### src/rtl/inst_fetch_bridge.sv
// Instruction-fetch responder: multi-cycle base-SRAM reads behind a one-entry
// fetch buffer, with stall request and misaligned/out-of-window fault flags.
module inst_fetch_bridge #(
    parameter int unsigned WAIT_CYCLES = 2,
    parameter logic [9:0]  WINDOW_BASE = 10'h200
) (
    input  logic        clk,
    input  logic        rst,
    input  logic        ce_i,
    input  logic [31:0] pc_i,
    input  logic        flush_i,
    output logic [31:0] inst_o,
    output logic        stallreq_o,
    output logic        adel_o,
    output logic        berr_o,
    output logic [19:0] sram_addr_o,
    output logic        sram_ce_n_o,
    output logic        sram_oe_n_o,
    output logic        sram_we_n_o,
    output logic [3:0]  sram_be_n_o,
    input  logic [31:0] sram_data_i
);

    localparam int unsigned CNT_W  = 4;
    localparam int unsigned ADDR_W = 20;

    typedef enum logic [0:0] {IDLE = 1'b0, READ = 1'b1} state_t;

    state_t             state;
    state_t             state_nxt;
    logic [CNT_W-1:0]   cnt;
    logic [31:0]        req_pc;
    logic               buf_valid;
    logic [31:0]        buf_pc;
    logic [31:0]        buf_inst;

    logic               aligned;
    logic               inwin;
    logic               hit;
    logic               need;
    logic               start;
    logic               abort;

    assign sram_we_n_o = 1'b1;
    assign sram_be_n_o = 4'b0000;

    // State register
    always_ff @(posedge clk) begin
        if (rst) state <= IDLE;
        else     state <= state_nxt;
    end

    // Next-state logic
    always_comb begin
        state_nxt = state;
        case (state)
            IDLE: if (start) state_nxt = READ;
            READ: if (abort || cnt == '0) state_nxt = IDLE;
            default: state_nxt = IDLE;
        endcase
    end

    // Address decode, buffer hit and pipeline-facing outputs
    always_comb begin
        aligned    = (pc_i[1:0] == 2'b00);
        inwin      = (pc_i[31:22] == WINDOW_BASE);
        hit        = buf_valid && (buf_pc == pc_i);
        adel_o     = ce_i && !aligned;
        berr_o     = ce_i && aligned && !inwin;
        need       = ce_i && aligned && inwin && !hit;
        stallreq_o = need && !flush_i;
        inst_o     = (ce_i && aligned && inwin && hit) ? buf_inst : 32'h0;
        start      = (state == IDLE) && need && !flush_i;
        abort      = flush_i || !ce_i || (pc_i != req_pc);
    end

    // SRAM control, wait counter and fetch buffer
    always_ff @(posedge clk) begin
        if (rst) begin
            cnt         <= '0;
            req_pc      <= 32'h0;
            buf_valid   <= 1'b0;
            buf_pc      <= 32'h0;
            buf_inst    <= 32'h0;
            sram_addr_o <= '0;
            sram_ce_n_o <= 1'b1;
            sram_oe_n_o <= 1'b1;
        end else begin
            case (state)
                IDLE: begin
                    if (start) begin
                        req_pc      <= pc_i;
                        sram_addr_o <= ADDR_W'(pc_i[21:2]);
                        sram_ce_n_o <= 1'b0;
                        sram_oe_n_o <= 1'b0;
                        cnt         <= CNT_W'(WAIT_CYCLES - 1);
                    end else begin
                        sram_ce_n_o <= 1'b1;
                        sram_oe_n_o <= 1'b1;
                    end
                end
                READ: begin
                    if (abort) begin
                        buf_valid   <= 1'b0;
                        sram_ce_n_o <= 1'b1;
                        sram_oe_n_o <= 1'b1;
                    end else if (cnt != '0) begin
                        cnt <= cnt - CNT_W'(1);
                    end else begin
                        buf_inst    <= sram_data_i;
                        buf_pc      <= req_pc;
                        buf_valid   <= 1'b1;
                        sram_ce_n_o <= 1'b1;
                        sram_oe_n_o <= 1'b1;
                    end
                end
                default: begin
                    sram_ce_n_o <= 1'b1;
                    sram_oe_n_o <= 1'b1;
                end
            endcase
        end
    end

endmodule

### config.mk
export PLATFORM = sky130hd
export DESIGN_NAME = inst_fetch_bridge
export DESIGN_NICKNAME = d
export VERILOG_FILES = /design/src/rtl/inst_fetch_bridge.sv
export SDC_FILE = /design/constraint.sdc
export NUM_CORES = 1
export LEC_CHECK = 0
export BUFFER_PORTS_ARGS = -buffer_cell sky130_fd_sc_hd__buf_2
export CAP_MARGIN = 20
export CORE_ASPECT_RATIO = 2
export CORE_MARGIN = 2
export CORE_UTILIZATION = 48
export DETAILED_ROUTE_END_ITERATION = 8
export PLACE_DENSITY = 0.76
export SYNTH_ARGS = -nofsm -noshare
export SYNTH_HDL_FRONTEND = slang
export SYNTH_SLANG_ARGS = --single-unit
### constraint.sdc
create_clock -name clk -period 2.61 [get_ports clk]
set_input_delay 0.522 -clock clk [delete_from_list [all_inputs] [get_ports clk]]
set_output_delay 0.522 -clock clk [all_outputs]
set_load 0.005 [all_outputs]
==> results.yml, run 1 <==
run_status:
  status: "complete, but fails checks"
  violations: "setup timing"
floorplan:
  die_w_microns: 76.91
  initial_core_util_pct: 49.01
  ios: 130
  die_area_sq_um: 11520
  die_y_microns: 149.8
  coreArea_sq_um: 10410
  num_rows: 53
timing:
  min_period_over_period_pct: 115.4
  clock.fmax_ghz: 0.3321
  slew_viol_final: 0
  post-route-min-period_ns: 3.011
  tightest_slew_ns: 0.6601
  hold_violations: 0
  tns_ns: -12.39
  setup_viol: 33
  timing.slew.headroom_pct: 55.99
  fin_skew_ns: 0.01059
  fin_ws_ns: -0.4011
  grt_setup_unrepaired: "yes"
route:
  drc_errors: 0
  ant_nets: 0
  post_drt_wl_per_cell_microns: 17.73
  vias: 4836
  first_pass_iters: 5
  wirelength_microns: 15270
  drtIter0Drc: 314
  viasPerCell: 5.617
yosys:
  synthCells: 600
  ys.flop_type: "dfxtp_1"
  ys_async_sr_fraction_pct: 0
  ys_seq_area_share_pct: 40.41
  synth.avg_cell_area_sq_um: 8.504
  synth.distinct_cells: 43
  yosysWarnings: 0
  synth_edf_count: 0
  synth-seq-cells: 103
  netlist_area_sq_um: 5102
placed_design:
  gp_congestion: 0.9238
  portBuffers: 124
  dp_hpwl_microns: 10270
  dpl_cell_area_sq_um: 5846
grt:
  use_met3_pct: 4.041
  antenna_found_initial: 0
  first_global_vias: 4786
  top_usage_layer: "met2"
  met1_usage_pct: 27.15
  grt_max_degree: 44
  overflow: 0
  grt_pass1_wl_microns: 23310
  grtUsageTotal_pct: 25.75
  grtUsageMet2_pct: 47.81
min_path:
  worstHoldPathCells: 3
  hold_end: "buf_inst[22]"
  hp-start: "sram_data_i[22]"
  worstHoldPathType: "primary input to register"
critical_path:
  required_ns: 2.09
  slowest_delay_ns: 0.34
  cp_common_cell: "buf_4"
  worstSetupPathType: "register to output pin"
  r2r_setup_slack_ns: 0.33
  crit_family: "simple AND/OR/NAND/NOR gates"
  crit_buf_inv: 4
  rr_endpoint: "req_pc[1]"
  cpMaxStageDelayCell: "dfxtp_2"
  cp-start-kind: "register"
  critPathArrivalTime_ns: 2.49
  path_max_fanout: 8
  end_kind: "output pin"
  r2r-start: "buf_pc[4]"
  path_cells: "xnor2_2 > nand4_1 > nor4_2 > buf_4 > nand4b_1 > nor3_4 > buf_4 > buf_8 > and2_4 > buf_6"
  reg2reg_depth: 9
clock_network:
  cts_tree: "built"
  cts_buffers: 9
  worst_skew_pair.late_latency_ns: 0.35
  cts.sinks: 103
  clock-root-buffer: "clkbuf_16"
  path_clk_slew_ns: 0.07
  htree_num_levels: 3
  clock_path_buffers: 2
layout:
  area_growth_pct: 28.54
  diodes: 0
  drive_gt1_share_pct: 32.87
  multiInputGateArea_sq_um: 2736
  nFillCells: 875
  finalInstanceArea_sq_um: 6559
  regArea_sq_um: 2066
  nets: 789
job:
  maxCapViolCount: 0
power_and_ir_drop:
  leakage_nw: 2.487
  cellPowerDensity_nw_per_um2: 478.7
  peakVddDrop_uv: 348.0
-- state kept, by name (all words and copies together), names as in the netlist --
signal	cells
buf_inst	32
state	1
req_pc	13
cnt	4
buf_valid	1
sram_oe_n_o	1
sram_addr_o	19
buf_pc	32
-- where the power goes --
part,internal (W),total (W),switching [W]
logic,0.0000974,0.000212,0.000114
registers,0.00157,0.00157,0.0000000252
clock network,0.000768,0.00136,0.000589
-- worst max-delay path by stage --
stage / startpoint / endpoint / slack (ns) / cells after the start
3_5_place_dp: pc_i[5] / inst_o[26] / -0.39 / 10
6_report: buf_pc[4] / inst_o[21] / -0.40 / 10
5_1_grt: buf_pc[4] / inst_o[22] / -0.54 / 10
3_3_place_gp: pc_i[5] / inst_o[1] / -0.31 / 10
4_1_cts: buf_pc[5] / inst_o[26] / -0.41 / 10
2_1_floorplan: pc_i[5] / inst_o[1] / 0.07 / 7
-- worst reg2reg max path, cell delays in order (launching register included) --
cell	delay, ns
dfxtp_2	0.34
xnor2_2	0.14
nand4_1	0.23
nor4_2	0.27
buf_4	0.18
buf_4	0.10
buf_4	0.11
a311oi_4	0.10
nor2_1	0.54
and2_1	0.22
-- layout make-up --
class / instances / area share, %
Inverter: 10 / 0.5723
Multi-Input combinational cell: 422 / 41.72
Timing Repair Buffer: 173 / 19.02
Tap cell: 137 / 2.614
Sequential cell: 103 / 31.50
Clock inverter: 5 / 0.8775
Clock buffer: 11 / 3.701
-- layout by cell type (no fill, tap or decap), types with 2 or more instances in the layout --
cell type / n
nand2_1: 4
buf_2: 94
and2_1: 12
nand2b_1: 8
buf_12: 3
a211o_1: 2
dfxtp_1: 100
nand4_1: 12
or2_2: 2
xnor2_2: 5
o2111ai_1: 2
buf_8: 4
o221ai_1: 2
a21oi_1: 69
buf_6: 31
nor3_1: 5
conb_1: 5
o21ai_0: 66
ha_1: 2
nor2b_1: 6
nor4_2: 2
buf_4: 41
nand3_1: 67
nor2_1: 30
clkinvlp_4: 3
dfxtp_2: 3
xnor2_1: 48
and2_4: 30
mux2i_1: 20
or3_1: 4
clkbuf_16: 9
a211oi_1: 2
inv_1: 10
-- cell usage after synthesis (3+ instances only) --
cell / n / area [sq um]
a21oi_1: 69 / 345.3
and2_1: 42 / 262.8
buf_2: 3 / 15.01
buf_4: 27 / 202.7
buf_6: 6 / 67.56
clkbuf_1: 32 / 120.1
dfxtp_1: 103 / 2062
inv_1: 10 / 37.54
mux2i_1: 20 / 200.2
nand2_1: 4 / 15.01
nand2b_1: 8 / 50.05
nand3_1: 67 / 335.3
nand4_1: 12 / 75.07
nor2_1: 30 / 112.6
nor2b_1: 7 / 43.79
nor3_1: 5 / 25.02
o21ai_0: 66 / 330.3
or3_1: 4 / 25.02
xnor2_1: 53 / 464.2
-- cell families after synthesis --
logic type / after synthesis / share of synthesized area [%]
other cells: 2 / 0.1472
buf+inv: 78 / 8.681
fa+ha+maj: 2 / 0.4904
compound gates: 147 / 15.65
flops: 103 / 40.41
mux: 20 / 3.923
xor+xnor: 54 / 9.269
simple gates: 194 / 21.43
-- through the flow --
| stage | instances | hold slack, ns | total power (W) | setup WS, ns | util, % |
|---|---|---|---|---|---|
| 3_5_place_dp | 835 | 0.4627 | 0.001810 | -0.3905 | 56.15 |
| 5_1_grt | 861 | 0.4315 | 0.003229 | -0.5360 | 63.00 |
| 6_report | 861 | 0.4315 | 0.003140 | -0.4011 | 63.00 |
| 2_1_floorplan | 603 | 0.4445 | 0.001690 | 0.06712 | - |
| 3_3_place_gp | 835 | 0.4567 | 0.001807 | -0.3141 | 56.15 |
| 4_1_cts | 857 | 0.4210 | 0.003153 | -0.4145 | 60.05 |
-- timing repair --
item	in CTS	in global routing
gates cloned	1	2
setup buffers	6	6
pin swaps	5	37
gates resized for setup	10	76
hold buffers	0	0
setup endpoints to repair	33	33
-- layer usage --
layer / wire length [microns] / part of all wire (%) / up-vias
met2: 8193 / 54 / 195
met3: 835 / 5.5 / 49
met4: 804 / 5.3 / 0
met5: 0 / 0 / -
li1: - / - / 2274
met1: 5434 / 36 / 2318
Power figures use the tool's default switching activity.
==> run 2: changes to the inputs <==
Settings changed: RECOVER_POWER set to 100.
==> run 2 against run 1 <==
The flow still finishes with violations (setup timing). Sequential share of layout area grew 0.066 points. Power decreased by 0.13%. Register-to-register slack barely moved.
==> results.yml, run 2 (synthesis gave the netlist of run 1 again) <==
timing:
  post-route-min-period_ns: 3.025
  clock.fmax_ghz: 0.3305
  setup_viol: 33
  tightest_slew_ns: 0.6538
  timing.slew.headroom_pct: 56.25
  fin_skew_ns: 0.009484
  tns_ns: -12.94
  min_period_over_period_pct: 115.9
  slew_viol_final: 0
  fin_ws_ns: -0.4154
  hold_violations: 0
  grt_setup_unrepaired: "yes"
grt:
  grtUsageTotal_pct: 25.75
  use_met3_pct: 4.041
  grtUsageMet2_pct: 47.81
  overflow: 0
  top_usage_layer: "met2"
  first_global_vias: 4786
  antenna_found_initial: 0
  grt_pass1_wl_microns: 23310
  grt_max_degree: 44
  met1_usage_pct: 27.15
floorplan:
  die_y_microns: 149.8
  coreArea_sq_um: 10410
  initial_core_util_pct: 49.01
  ios: 130
  die_w_microns: 76.91
  num_rows: 53
  die_area_sq_um: 11520
clock_network:
  clock_path_buffers: 2
  clock-root-buffer: "clkbuf_16"
  cts_buffers: 9
  path_clk_slew_ns: 0.07
  cts.sinks: 103
  htree_num_levels: 3
  cts_hold_buf: 0
  worst_skew_pair.late_latency_ns: 0.35
  cts_tree: "built"
power_and_ir_drop:
  leakage_nw: 2.455
  power_frac_seq_pct: 50.1
  p_sw_w: 0.0007001
  pwr-share-comb_pct: 6.7
  intPower_w: 0.002436
  power.share.clock_pct: 43.2
  cellPowerDensity_nw_per_um2: 479.1
  peakVddDrop_uv: 348.2
  swShare_pct: 22.33
route:
  drc_errors: 0
  ant_nets: 0
  vias: 4854
  post_drt_wl_per_cell_microns: 17.73
  first_pass_iters: 5
  viasPerCell: 5.638
  drtIter0Drc: 313
  wirelength_microns: 15270
layout:
  layout_commonest_cell: "dfxtp_1"
  utilization_pct: 62.87
  area_growth_pct: 28.27
  nets: 789
  diodes: 0
  drive_gt1_share_pct: 31.63
  final_cell_mix: "100 x dfxtp_1, 86 x buf_2, 69 x a21oi_1"
  reg_top3: "buf_inst x32, buf_pc x32, sram_addr_o x19"
critical_path:
  critPathArrivalTime_ns: 2.50
  end_kind: "output pin"
  reg2reg_depth: 9
  path_max_fanout: 8
  cp-start-kind: "register"
  r2r-start: "buf_pc[4]"
  crit_path_start: "buf_pc[4]"
  required_ns: 2.09
  worstSetupPathType: "register to output pin"
  r2r_setup_slack_ns: 0.33
run_status:
  status: "complete, but fails checks"
  violations: "setup timing"
min_path:
  worstHoldPathType: "primary input to register"
  worstHoldPathCells: 3
  hp-start: "sram_data_i[22]"
placed_design:
  dpl_worst_slack_ns: -0.3905
  portBuffers: 124
  dp_hpwl_microns: 10270
  gp_congestion: 0.9238
job:
  maxCapViolCount: 0
[run 2: stage by stage]
step	instances	total power (W)	hold slack [ns]	cell area (sq um)
2_1_floorplan	603	0.001690	0.4445	5114
3_3_place_gp	835	0.001807	0.4567	5846
3_5_place_dp	835	0.001810	0.4627	5846
4_1_cts	857	0.003153	0.4210	6252
5_1_grt	861	0.003228	0.4315	6545
6_report	861	0.003136	0.4311	6545
[run 2: critical path: stages (launching register included)]
cell,delay [ns]
dfxtp_2,0.34
xnor2_2,0.14
nand4_1,0.23
nor4_2,0.28
buf_4,0.18
nand4b_1,0.19
nor3_4,0.28
buf_4,0.15
buf_8,0.13
and2_4,0.15
buf_6,0.09
[run 2: path summary, 6_finish.rpt]
kind | endpoint
min | buf_inst[22]
max | inst_o[21]
max reg2reg | req_pc[1]
min reg2reg | buf_pc[29]
[run 2: power groups by stage]
stage	combinational [W]	sequential [W]	clock, W
after floorplan	0.0000836	0.00161	0
after global placement	0.000201	0.00161	0
after detailed placement	0.000203	0.00161	0
after CTS	0.000206	0.00157	0.00138
after global routing	0.000222	0.00157	0.00144
final	0.000210	0.00157	0.00135
[run 2: timing repair]
item | CTS | global route
endpoints found under the setup margin | 33 | 33
gates resized for setup | 10 | 76
pin swaps | 5 | 37
setup buffers | 6 | 6
gates cloned | 1 | 2
[run 2: layout make-up]
cell class                 count  area, sq um
clock inverter                 5        57.56
sequential                   103         2066
multi-input combinational    422         2736
clock buffer                  11        242.7
tap                          137        171.4
fill                         876         3866
inverter                      10        37.54
timing repair buffer         173         1234
[run 2: metal layers]
layer	wire, microns	part of all wire [%]	vias up
met1	5392	35	2326
met4	753	4.9	0
met2	8283	54	204
met3	836	5.5	49
met5	0	0	-
li1	-	-	2275
